### src/rtl/sec_countdown_timer_pkg.sv
// Shared types, constants and BCD helpers for the mm:ss countdown timer.
package sec_countdown_timer_pkg;

    typedef enum logic [1:0] {
        ST_IDLE    = 2'd0,
        ST_RUN     = 2'd1,
        ST_PAUSE   = 2'd2,
        ST_EXPIRED = 2'd3
    } state_t;

    localparam logic [3:0] BCD_NINE     = 4'd9;
    localparam logic [3:0] SEC_TENS_MAX = 4'd5;
    localparam logic [7:0] BCD_ZERO8    = 8'h00;

    // Clamp a nibble to a legal decimal digit no larger than max_digit.
    function automatic logic [3:0] clamp_digit(input logic [3:0] d, input logic [3:0] max_digit);
        return (d > max_digit) ? max_digit : d;
    endfunction

    function automatic logic [7:0] sanitise_min(input logic [7:0] v);
        return {clamp_digit(v[7:4], BCD_NINE), clamp_digit(v[3:0], BCD_NINE)};
    endfunction

    function automatic logic [7:0] sanitise_sec(input logic [7:0] v);
        return {clamp_digit(v[7:4], SEC_TENS_MAX), clamp_digit(v[3:0], BCD_NINE)};
    endfunction

    // Two-digit BCD decrement; callers guarantee v != 00.
    function automatic logic [7:0] bcd_dec8(input logic [7:0] v);
        if (v[3:0] == 4'd0)
            return {v[7:4] - 4'd1, BCD_NINE};
        else
            return {v[7:4], v[3:0] - 4'd1};
    endfunction

endpackage

### src/rtl/sec_countdown_timer_if.sv
// Control/status bundle between the countdown timer and its controller.
interface sec_countdown_timer_if;
    logic       tick_in;
    logic       load;
    logic [7:0] load_min;
    logic [7:0] load_sec;
    logic       start;
    logic       pause;
    logic [7:0] min_out;
    logic [7:0] sec_out;
    logic       running;
    logic       done;
    logic       expired;

    modport master (
        output tick_in, load, load_min, load_sec, start, pause,
        input  min_out, sec_out, running, done, expired
    );

    modport slave (
        input  tick_in, load, load_min, load_sec, start, pause,
        output min_out, sec_out, running, done, expired
    );
endinterface

### src/rtl/sec_countdown_timer_bcd_decrement.sv
// Combinational one-second decrement of a BCD mm:ss value; never goes below 00:00.
module mmss_bcd_decrement
    import sec_countdown_timer_pkg::*;
(
    input  logic [7:0] min,
    input  logic [7:0] sec,
    output logic [7:0] next_min,
    output logic [7:0] next_sec,
    output logic       zero
);

    always_comb begin
        next_min = min;
        next_sec = sec;
        if (sec != BCD_ZERO8) begin
            next_sec = bcd_dec8(sec);
        end else if (min != BCD_ZERO8) begin
            next_min = bcd_dec8(min);
            next_sec = {SEC_TENS_MAX, BCD_NINE};
        end
    end

    // Flags only a real step that lands on 00:00, not a value already at zero.
    assign zero = (next_min == BCD_ZERO8) && (next_sec == BCD_ZERO8) &&
                  ((min != BCD_ZERO8) || (sec != BCD_ZERO8));

endmodule

### src/rtl/sec_countdown_timer.sv
// mm:ss countdown timer driven by rising edges of a 1 Hz wave.
// Optional TIMER_AUTO_RELOAD_EN: reload from the last loaded value on expiry instead of stopping.
module sec_countdown_timer
    import sec_countdown_timer_pkg::*;
#(
    parameter logic [7:0] RST_MIN = 8'h00,
    parameter logic [7:0] RST_SEC = 8'h30
) (
    input  logic                  clk,
    input  logic                  reset,
    sec_countdown_timer_if.slave  bus
);

    state_t     state_reg, state_next;
    logic [7:0] min_reg, min_next;
    logic [7:0] sec_reg, sec_next;
    logic       tick_d_reg;
    logic       done_reg, done_next;
    logic       running_reg, expired_reg;
`ifdef TIMER_AUTO_RELOAD_EN
    logic [15:0] reload_reg, reload_next;
`endif

    logic       sec_tick;
    logic       count_zero;
    logic [7:0] dec_min, dec_sec;
    logic       dec_zero;

    assign sec_tick   = bus.tick_in & ~tick_d_reg;
    assign count_zero = (min_reg == BCD_ZERO8) && (sec_reg == BCD_ZERO8);

    mmss_bcd_decrement u_dec (
        .min      (min_reg),
        .sec      (sec_reg),
        .next_min (dec_min),
        .next_sec (dec_sec),
        .zero     (dec_zero)
    );

    // Priority load > pause > start > tick: a higher control swallows any lower one that cycle.
    always_comb begin
        state_next  = state_reg;
        min_next    = min_reg;
        sec_next    = sec_reg;
        done_next   = 1'b0;
`ifdef TIMER_AUTO_RELOAD_EN
        reload_next = reload_reg;
`endif
        if (bus.load) begin
            min_next   = sanitise_min(bus.load_min);
            sec_next   = sanitise_sec(bus.load_sec);
            state_next = ST_IDLE;
`ifdef TIMER_AUTO_RELOAD_EN
            reload_next = {sanitise_min(bus.load_min), sanitise_sec(bus.load_sec)};
`endif
        end else if (bus.pause) begin
            if (state_reg == ST_RUN)
                state_next = ST_PAUSE;
        end else if (bus.start) begin
            if ((state_reg == ST_IDLE && !count_zero) || state_reg == ST_PAUSE)
                state_next = ST_RUN;
        end else if (sec_tick && state_reg == ST_RUN) begin
            min_next = dec_min;
            sec_next = dec_sec;
            if (dec_zero) begin
                done_next = 1'b1;
`ifdef TIMER_AUTO_RELOAD_EN
                min_next = reload_reg[15:8];
                sec_next = reload_reg[7:0];
`else
                state_next = ST_EXPIRED;
`endif
            end
        end
    end

    always_ff @(posedge clk or negedge reset) begin
        if (!reset) begin
            state_reg   <= ST_IDLE;
            min_reg     <= RST_MIN;
            sec_reg     <= RST_SEC;
            tick_d_reg  <= 1'b0;
            done_reg    <= 1'b0;
            running_reg <= 1'b0;
            expired_reg <= 1'b0;
`ifdef TIMER_AUTO_RELOAD_EN
            reload_reg  <= {RST_MIN, RST_SEC};
`endif
        end else begin
            state_reg   <= state_next;
            min_reg     <= min_next;
            sec_reg     <= sec_next;
            tick_d_reg  <= bus.tick_in;
            done_reg    <= done_next;
            running_reg <= (state_next == ST_RUN);
            expired_reg <= (state_next == ST_EXPIRED);
`ifdef TIMER_AUTO_RELOAD_EN
            reload_reg  <= reload_next;
`endif
        end
    end

    assign bus.min_out = min_reg;
    assign bus.sec_out = sec_reg;
    assign bus.running = running_reg;
    assign bus.done    = done_reg;
    assign bus.expired = expired_reg;

endmodule

### src/flat_wrapper.sv
// flat-port wrapper written by rule: the top's interface ports become plain ports
module sec_countdown_timer_flat import sec_countdown_timer_pkg::*;
#(
    parameter logic [7:0] RST_MIN = 8'h00,
    parameter logic [7:0] RST_SEC = 8'h30
)
  (clk, reset, bus_tick_in, bus_load, bus_load_min, bus_load_sec, bus_start, bus_pause, bus_min_out, bus_sec_out, bus_running, bus_done, bus_expired);
  sec_countdown_timer_if bus_i ();
  input  logic clk;
  input  logic reset;
  input wire logic [$bits(bus_i.tick_in)-1:0] bus_tick_in;
  input wire logic [$bits(bus_i.load)-1:0] bus_load;
  input wire logic [$bits(bus_i.load_min)-1:0] bus_load_min;
  input wire logic [$bits(bus_i.load_sec)-1:0] bus_load_sec;
  input wire logic [$bits(bus_i.start)-1:0] bus_start;
  input wire logic [$bits(bus_i.pause)-1:0] bus_pause;
  output wire logic [$bits(bus_i.min_out)-1:0] bus_min_out;
  output wire logic [$bits(bus_i.sec_out)-1:0] bus_sec_out;
  output wire logic [$bits(bus_i.running)-1:0] bus_running;
  output wire logic [$bits(bus_i.done)-1:0] bus_done;
  output wire logic [$bits(bus_i.expired)-1:0] bus_expired;
  assign bus_i.tick_in = bus_tick_in;
  assign bus_i.load = bus_load;
  assign bus_i.load_min = bus_load_min;
  assign bus_i.load_sec = bus_load_sec;
  assign bus_i.start = bus_start;
  assign bus_i.pause = bus_pause;
  assign bus_min_out = bus_i.min_out;
  assign bus_sec_out = bus_i.sec_out;
  assign bus_running = bus_i.running;
  assign bus_done = bus_i.done;
  assign bus_expired = bus_i.expired;
  sec_countdown_timer #(.RST_MIN(RST_MIN), .RST_SEC(RST_SEC)) u_core (.clk(clk), .reset(reset), .bus(bus_i));
endmodule
### config.mk
export PLATFORM = sky130hd
export DESIGN_NAME = sec_countdown_timer_flat
export DESIGN_NICKNAME = d
export VERILOG_FILES = /design/src/rtl/sec_countdown_timer_pkg.sv /design/src/rtl/sec_countdown_timer_if.sv /design/src/rtl/sec_countdown_timer_bcd_decrement.sv /design/src/rtl/sec_countdown_timer.sv /design/src/flat_wrapper.sv
export SDC_FILE = /design/constraint.sdc
export NUM_CORES = 1
export LEC_CHECK = 0
export ABC_AREA = 0
export BUFFER_PORTS_ARGS = -buffer_cell sky130_fd_sc_hd__buf_4
export CORE_MARGIN = 3
export CORE_UTILIZATION = 54
export DETAILED_ROUTE_END_ITERATION = 10
export GPL_ROUTABILITY_DRIVEN = 0
export PLACE_DENSITY = 0.86
export SYNTH_ARGS = -nofsm -noshare
export SYNTH_HDL_FRONTEND = slang
export SYNTH_HIERARCHICAL = 1
export SYNTH_SLANG_ARGS = --single-unit
### constraint.sdc
create_clock -name clk -period 6.18 [get_ports clk]
set_input_delay 0.618 -clock clk [delete_from_list [all_inputs] [get_ports clk]]
set_output_delay 0.618 -clock clk [all_outputs]
set_load 0.01 [all_outputs]
==> flow_summary.yaml <==
run_status:
  outcome: "completed"
sta:
  finalCritPeriodShare_pct: 47.86
  min_period_ns: 2.958
  slew_viol_final: 0
  fin_setup_tns_ns: 0
  rsz0062_at_grt: "false"
  relSlewSlack_pct: 53.13
  tightest_slew_ns: 0.7023
  finalSetupViolations: 0
  fin_skew_ns: 0.004427
  hold_viol_final: 0
  fmax_ghz: 0.3381
logic_synthesis:
  synth_compound_area_share_pct: 21.53
  synth_edf_count: 0
  synth-adder-area-share_pct: 3.132
  yosysUniqueCellTypes: 55
  synth_top_area_cell: "dfrtp_1"
  synth.avg_cell_area_sq_um: 8.499
  ys.warnings.count: 6
  muxShareOfSynthArea_pct: 3.367
  synth_top_area_share_pct: 31.32
  synth_xor_area_share_pct: 1.096
  ys_top_cells_by_area: "dfrtp_1 (31%), nand2_1 (6.6%), a21oi_1 (6.3%)"
  syn_inst: 188
  synth.cell_area_sq_um: 1598
  ys_seq_area_share_pct: 34.61
  synth-seq-cells: 22
  synth_top_family_by_area: "simple AND/OR/NAND/NOR gates"
  synthArstFlopShare_pct: 100.0
  synth_ff_type: "dfrtp_1"
  synth-simple-area-share_pct: 31.40
  syn-num-nets: 214
finish:
  final_common_cell: "buf_4"
  fillers: 241
  stdcell_count: 256
  area_growth_pct: 20.99
  seq_area_sq_um: 553.0
  drive_above_1_share_pct: 27.11
  final_cell_mix: "buf_4 (40), nand2_1 (28), a21oi_1 (20), dfrtp_1 (20), nor2_1 (12)"
  layout.nets: 252
  postLayoutCellArea_sq_um: 1933
  multi_input_area_sq_um: 967.2
  diodes: 0
floorplanning:
  die_area_sq_um: 3648
  core_area_sq_um: 2781
  die_h_um: 60.40
  start_util_pct: 57.44
  pin_count: 41
  fp-row-count: 19
  die_w_um: 60.40
clock_tree:
  numCtsBuffers: 3
  postCtsSetupBuffers: 0
  clock_sinks: 22
  cts_resized: 0
  holdBufCountCts: 0
  cts_tree: "built"
  ctsHtreeMaxLevel: 1
  clk_latency_ns: 0.30
  root_buffer: "clkbuf_4"
  clk_path_buf_depth: 2
  path_clk_slew_ns: 0.12
route:
  ant_nets: 0
  vias: 1582
  drc: 0
  wl_um: 3895
  firstDrtPassIters: 4
  drt_iter0_drc: 99
  routedWlPerCell_um: 15.21
  viasPerCell: 6.180
pwr:
  p_leak_nw: 0.9037
  power_uw: 339.3
  irDropWorstVdd_uv: 162.4
  powerDensity_nw_per_um2: 175.5
global_route:
  grt_pass1_vias: 1539
  grt_overflow_total: 0
  antenna_found_initial: 0
  grt_first_pass_wirelength_um: 6534
  grtUsageTotal_pct: 23.33
  grt_max_degree: 32
placement:
  placed_cells: 252
  placed_area_sq_um: 1897
  hpwlAfterDp_um: 2853
  io_buffers: 40
setup_path:
  arrival_ns: 3.19
  path_max_fanout: 7
  end_kind: "flop"
  worstSetupPathType: "flop to flop"
  rr_worst_depth: 10
  crit_required_ns: 6.41
  critPathLaunchType: "flop"
flow_run:
  maxCapViolCount: 0
min_path:
  hold_class: "input pin to asynchronous set/reset pin"
==> power breakdown <==
part,internal [mW],switching [mW],total [mW]
sequential,0.155,0.0227,0.178
combinational,0.0438,0.0411,0.0849
clock,0.0359,0.0406,0.0765
total,0.235,0.104,0.339
==> stage by stage <==
step / setup slack, ns / hold WS [ns] / util (%)
2_1_floorplan: 3.528 / 0.3224 / -
3_3_place_gp: 3.385 / 0.4994 / 68.20
3_5_place_dp: 3.279 / 0.5004 / 68.20
4_1_cts: 3.278 / 0.1731 / 69.50
5_1_grt: 2.981 / 0.1836 / 69.50
6_report: 3.222 / 0.1814 / 69.50
==> layer usage <==
metal  vias to the layer above  wire length, um  track usage (%)
li1                        769                -                -
met1                       738             1747            32.17
met2                        69             1860            38.27
met3                         6              261            2.128
met4                         0               26            8.544
met5                         -                0                0
==> worst max-delay path: stages, from the launching register on <==
cell,delay [ns]
dfrtp_1,0.47
inv_1,0.12
ha_1,0.18
nor3b_1,0.37
a2111oi_0,0.19
a21o_2,0.23
or3_4,0.38
nor4_2,0.31
nand3b_1,0.12
a221oi_1,0.35
nor2b_1,0.18
==> kinds of logic after synthesis <==
kind of cell	Yosys count
AOI/OAI and AO/OA	54
xor gates and xnor gates	2
muxes	5
adders and majority gates	4
DFF	22
buffers and inverters	17
and+or+nand+nor	84
==> worst paths after layout <==
check	start	slack [ns]	end
min in group clk	bus_tick_in	0.43	u_core/tick_d_reg
max in group asynchronous	reset	5.71	u_core/bus.sec_out[4]
min reg2reg	u_core/bus.sec_out[4]	0.52	u_core/bus.sec_out[4]
min	reset	0.18	u_core/bus.min_out[2]
max reg2reg	u_core/bus.min_out[4]	3.22	u_core/bus.expired
max	u_core/bus.min_out[4]	3.22	u_core/bus.expired
==> synth_stat cells, types with 2 or more instances <==
cell type / instances
a2111oi_0: 2
a21oi_1: 20
a22oi_1: 7
a32oi_1: 3
buf_2: 2
clkbuf_1: 3
dfrtp_1: 20
dfstp_2: 2
ha_1: 4
inv_1: 10
mux2_2: 2
mux2i_1: 2
nand2_1: 28
nand2b_1: 6
nand3_1: 3
nor2_1: 12
nor2b_1: 3
nor3_1: 2
nor3b_1: 2
nor3b_2: 2
nor4_1: 5
o21ai_0: 11
or2_2: 2
or3_1: 2
or3b_1: 2
xnor2_1: 2
==> final cells by class <==
class / instances / share of cell area [%]
tap: 31 / 2.006
inverter: 10 / 1.942
timing repair buffer: 40 / 15.53
sequential: 22 / 28.61
clock buffer: 4 / 1.877
multi-input combinational: 149 / 50.03
No activity file was read; power rests on OpenSTA's default activity.
